<file path="src/rtl/image_sprite_writer.sv">
// Captures one framed RGB pixel stream into an image BRAM as 8-bit palette keys.
// Define IMAGE_SPRITE_WRITER_RGB332_EN to derive each key from the pixel as RGB332.
module image_sprite_writer #(
    parameter int WIDTH  = 256,
    parameter int HEIGHT = 256
) (
    input  logic                              pixel_clk_in,
    input  logic                              rst_n_in,
    input  logic                              start_in,
    input  logic                              pixel_valid_in,
    output logic                              pixel_ready_out,
    input  logic [23:0]                       pixel_data_in,
    input  logic                              pixel_sof_in,
    input  logic                              pixel_eol_in,
    output logic [$clog2(WIDTH*HEIGHT)-1:0]   wr_addr_out,
    output logic [7:0]                        wr_data_out,
    output logic                              wr_en_out,
    output logic                              busy_out,
    output logic                              frame_done_out,
    output logic                              err_out
);

    localparam int AW = $clog2(WIDTH*HEIGHT);
    localparam int XW = (WIDTH  > 1) ? $clog2(WIDTH)  : 1;
    localparam int YW = (HEIGHT > 1) ? $clog2(HEIGHT) : 1;
    localparam logic [31:0] C_WIDTH  = 32'(WIDTH);
    localparam logic [31:0] C_HEIGHT = 32'(HEIGHT);
    localparam logic [31:0] C_PIXELS = 32'(WIDTH*HEIGHT);

    typedef enum logic [1:0] {
        S_IDLE,
        S_ARMED,
        S_CAPTURE,
        S_DONE
    } state_t;

    state_t          r_state;
    state_t          w_state_nxt;
    logic [XW-1:0]   r_x;
    logic [XW-1:0]   w_x_nxt;
    logic [YW-1:0]   r_y;
    logic [YW-1:0]   w_y_nxt;
    logic            r_ready;
    logic            r_wr_en;
    logic [AW-1:0]   r_wr_addr;
    logic [7:0]      r_wr_data;
    logic            r_err;
    logic            r_frame_done;

    logic            w_xfer;
    logic            w_last_col;
    logic            w_last_row;
    logic            w_in_range;
    logic [31:0]     w_addr_full;
    logic            w_wr;
    logic [AW-1:0]   w_wr_addr;
    logic            w_err;
    logic [7:0]      w_key;
    logic            w_unused_pixel_bits;

    assign w_xfer      = pixel_valid_in & r_ready;
    assign w_addr_full = 32'(r_y) * C_WIDTH + 32'(r_x);
    assign w_last_col  = (32'(r_x) == C_WIDTH - 32'd1);
    assign w_last_row  = (32'(r_y) == C_HEIGHT - 32'd1);
    assign w_in_range  = (32'(r_x) < C_WIDTH) && (w_addr_full < C_PIXELS);

`ifdef IMAGE_SPRITE_WRITER_RGB332_EN
    assign w_key = {pixel_data_in[23:21], pixel_data_in[15:13], pixel_data_in[7:6]};
`else
    assign w_key = pixel_data_in[7:0];
`endif
    assign w_unused_pixel_bits = ^pixel_data_in;

    always_comb begin
        w_state_nxt = r_state;
        w_x_nxt     = r_x;
        w_y_nxt     = r_y;
        w_wr        = 1'b0;
        w_wr_addr   = '0;
        w_err       = 1'b0;
        case (r_state)
            S_IDLE: begin
                if (start_in) begin
                    w_state_nxt = S_ARMED;
                end
            end
            S_ARMED: begin
                if (w_xfer && pixel_sof_in) begin
                    w_wr        = 1'b1;
                    w_x_nxt     = XW'(1);
                    w_y_nxt     = '0;
                    w_state_nxt = S_CAPTURE;
                end
            end
            S_CAPTURE: begin
                if (w_xfer) begin
                    if (pixel_sof_in) begin
                        // Restart: the sof pixel becomes pixel 0 of a fresh frame.
                        w_err   = 1'b1;
                        w_wr    = 1'b1;
                        w_x_nxt = XW'(1);
                        w_y_nxt = '0;
                    end else if ((pixel_eol_in != w_last_col) || !w_in_range) begin
                        w_err       = 1'b1;
                        w_x_nxt     = '0;
                        w_y_nxt     = '0;
                        w_state_nxt = S_ARMED;
                    end else begin
                        w_wr      = 1'b1;
                        w_wr_addr = w_addr_full[AW-1:0];
                        if (w_last_col) begin
                            w_x_nxt = '0;
                            if (w_last_row) begin
                                w_y_nxt     = '0;
                                w_state_nxt = S_DONE;
                            end else begin
                                w_y_nxt = r_y + YW'(1);
                            end
                        end else begin
                            w_x_nxt = r_x + XW'(1);
                        end
                    end
                end
            end
            S_DONE: begin
                w_state_nxt = S_IDLE;
            end
            default: begin
                w_state_nxt = S_IDLE;
            end
        endcase
    end

    always_ff @(posedge pixel_clk_in or negedge rst_n_in) begin
        if (!rst_n_in) begin
            r_state      <= S_IDLE;
            r_x          <= '0;
            r_y          <= '0;
            r_ready      <= 1'b0;
            r_wr_en      <= 1'b0;
            r_wr_addr    <= '0;
            r_wr_data    <= '0;
            r_err        <= 1'b0;
            r_frame_done <= 1'b0;
        end else begin
            r_state      <= w_state_nxt;
            r_x          <= w_x_nxt;
            r_y          <= w_y_nxt;
            r_ready      <= 1'b1;
            r_wr_en      <= w_wr;
            r_err        <= w_err;
            r_frame_done <= (r_state == S_DONE);
            if (w_wr) begin
                r_wr_addr <= w_wr_addr;
                r_wr_data <= w_key;
            end
        end
    end

    assign pixel_ready_out = r_ready;
    assign wr_en_out       = r_wr_en;
    assign wr_addr_out     = r_wr_addr;
    assign wr_data_out     = r_wr_data;
    assign err_out         = r_err;
    assign frame_done_out  = r_frame_done;
    assign busy_out        = (r_state == S_ARMED) || (r_state == S_CAPTURE);

endmodule

</file>
<file path="config.mk">
export PLATFORM = sky130hd
export DESIGN_NAME = image_sprite_writer
export DESIGN_NICKNAME = d
export VERILOG_FILES = /design/src/rtl/image_sprite_writer.sv
export SDC_FILE = /design/constraint.sdc
export NUM_CORES = 1
export LEC_CHECK = 0
export BUFFER_PORTS_ARGS = -buffer_cell sky130_fd_sc_hd__buf_2
export CAP_MARGIN = 0
export CORE_ASPECT_RATIO = 0.6
export CORE_UTILIZATION = 30
export CTS_BUF_LIST = sky130_fd_sc_hd__clkbuf_16
export DETAILED_ROUTE_END_ITERATION = 6
export PLACE_DENSITY = 0.59
export REMOVE_ABC_BUFFERS = 1
export SYNTH_ARGS = -nofsm -noshare
export SYNTH_HDL_FRONTEND = slang
export SYNTH_SLANG_ARGS = --single-unit
</file>
<file path="constraint.sdc">
create_clock -name pixel_clk_in -period 3.3 [get_ports pixel_clk_in]
set_input_delay 0.99 -clock pixel_clk_in [delete_from_list [all_inputs] [get_ports pixel_clk_in]]
set_output_delay 0.99 -clock pixel_clk_in [all_outputs]
set_load 0.05 [all_outputs]
</file>
==> metrics.yaml <==
share_comb_of_total_power_pct: 38.0
top_layer: "met4"
fin_ws_ns: 0.467
timing.max_slew.rel_slack_pct: 61.5
grtUsageTotal_pct: 14.8
arrival_ns: 3.00
synthCells: 242
synth-edff-count: 0
grt_pass1_vias: 1818
grt_overflow: 0
path_cells: "ha_1 > and3_1 > and2_1 > inv_1 > ha_1 > or3b_1 > a21oi_4 > or2_4 > o21ai_1"
synthArstFlopShare_pct: 100
setup_viol: 0
synth_most_common_cell: "nand2_1"
nets: 323
coreArea_um2: 7360
dr.pass1.iters: 4
cts_hold_buf: 0
dr_wl_met3_um: 251
fin_tns_setup_ns: 0
grt_max_degree: 26
dp.cells: 383
hold_viol: 0
postLayoutCoreUtil_pct: 37.5
p_seq_share_pct: 36.2
crit_type: "reg -> reg"
cp_common_cell: "ha_1"
htreeDepth: 2
via_count: 1839
tritoncts: "built"
cts_made_buffers: 5
status: "finished clean"
crit_slowest_cell: "or3b_1"
routed-wl-met2_mm: 2.05
place.gp.congestion: 0.892
drive_gt1_share_pct: 23.3
grt_pass1_wl_mm: 9.01
avgSynthCellArea_um2: 9.51
die-area_um2: 8040
rsz0062_at_grt: "false"
ctsRootBufferMaster: "clkbuf_16"
initial_utilization_pct: 31.3
yosys.area.top_type_share_pct: 50.0
drt_wl_total_mm: 5.18
worstMarginPinSlew_ns: 0.577
holdCritPathClass: "reg -> reg"
hold_ws_ns: 0.457
clkPwrFrac_pct: 25.8
final.period_utilization_pct: 85.9
post_cts_resized: 0
yosys.area.top_type: "dfrtp_1"
critical-path-max-stage-delay_ns: 0.63
fp.dieW_um: 115
clockBufferDepth: 2
synth_cell_types: 50
rows: 24
path_clk_slew_ns: 0.06
leakagePower_uw: 0.00142
yosysWarnings: 0
port_buffers: 42
stdcell_count: 391
synth_area_um2: 2300
synth_commonest_cells: "nand2_1, dfrtp_1, nand3_1, nor2_1"
die_h_um: 69.9
diodes: 0
synth_ff_type: "dfrtp_1"
p_int_uw: 1120
max-vdd-ir-drop_uv: 382
p_sw_share_pct: 41.3
cap_violations: 0
period_needed_ns: 2.83
pre_cts_ws_ns: 0.502
antenna_found_initial: 0
max_freq_ghz: 0.353
ant_nets: 0
drt_iter0_markers: 97
routedWlPerCell_um: 13.3
ios: 59
yosysSeqAreaShare_pct: 50.0
hpwl_mm: 3.74
drv_slew: 0
wl_met1_mm: 2.83
power_switching_uw: 791
areaGrowthSynthToFinish_pct: 19.9
end_kind: "register"
critPathLaunchType: "register"
drc: 0
synthTopCellsByArea: "dfrtp_1, nand2_1, nand3_1, ha_1, xnor2_1"
finClkSkew_ns: 0.00620
clock_latency_ns: 0.29
synth-seq-cells: 46
postCtsSetupBuffers: 0
vias_per_cell: 4.70
worstPathRequired_ns: 3.46
cts.sinks: 46
path_max_fanout: 9
power.density_nw_per_um2: 694
placed cells by master (no fill, tap or decap), drive strengths merged, types with 6 or more instances in the layout:
| cell | netlist | routed |
|---|---|---|
| nand2 | 63 | 63 |
| dfrtp | 46 | 46 |
| buf | 5 | 46 |
| nand3 | 22 | 22 |
| nor2 | 13 | 13 |
| o21ai | 10 | 10 |
| inv | 8 | 8 |
| ha | 7 | 7 |
| and3 | 6 | 6 |
state kept, by name (all words and copies together), names as in the netlist:
signal           count
wr_addr_out         16
r_x                  8
r_y                  8
wr_data_out          8
r_state              2
err_out              1
frame_done_out       1
pixel_ready_out      1
wr_en_out            1
critical path, delay by kind of cell, from the launching register on:
family / cells / cell delay (ns)
and+or+nand+nor: 4 / 1.29
DFF: 1 / 0.44
buffers and inverters: 1 / 0.06
AOI/OAI and AO/OA: 2 / 0.39
adders and majority gates: 2 / 0.53
power by group through the flow:
stage	registers, µW	logic (µW)	clock network, µW
2_1_floorplan	881	373	0
3_3_place_gp	701	728	0
3_5_place_dp	705	731	0
4_1_cts	694	733	513
5_1_grt	705	798	537
6_report	694	728	493
path summary, 6_finish.rpt:
kind	from	endpoint	slack, ns	depth (start not counted)
setup / recovery	r_x[0]	r_y[6]	0.47	9
max in group asynchronous	rst_n_in	r_y[6]	1.89	2
hold / removal	wr_addr_out[7]	wr_addr_out[7]	0.46	2
min in group asynchronous	rst_n_in	wr_en_out	0.69	1
setup reg to reg	r_x[0]	r_y[6]	0.47	9
hold reg to reg	wr_addr_out[7]	wr_addr_out[7]	0.46	2
per-stage QoR:
step           instance area [µm²]  power, µW
6_report                      2760       1920
5_1_grt                       2760       2040
4_1_cts                       2760       1940
3_5_place_dp                  2620       1440
3_3_place_gp                  2620       1430
2_1_floorplan                 2250       1250
cell type report:
type | instances | area (µm²)
Fill cell | 771 | 4600
Sequential cell | 46 | 1150
Multi-Input combinational cell | 179 | 1070
Timing Repair Buffer | 46 | 240
Tap cell | 104 | 130
Clock buffer | 5 | 125
Inverter | 8 | 30.0
Clock inverter | 3 | 16.3
layer usage:
| metal | global-route usage (%) | up-vias |
|---|---|---|
| met2 | 19.9 | 37 |
| met5 | 0 | - |
| li1 | - | 928 |
| met1 | 21.9 | 868 |
| met3 | 4.95 | 6 |
| met4 | 4.62 | 0 |
cell families (layout without fill, tap and decap cells):
logic type / count (synthesis) / in the layout / synth area share, %
XOR/XNOR: 5 / 5 / 1.90
adder cells (fa/ha/maj): 7 / 7 / 3.80
buffers and inverters: 17 / 62 / 3.64
flip-flops: 46 / 46 / 50.0
multiplexers: 1 / 1 / 0.435
AND/OR/NAND/NOR: 128 / 128 / 27.2
AO/OA/AOI/OAI: 37 / 37 / 12.9
other: 1 / 1 / 0.163
(Power assumes the default switching activity.)
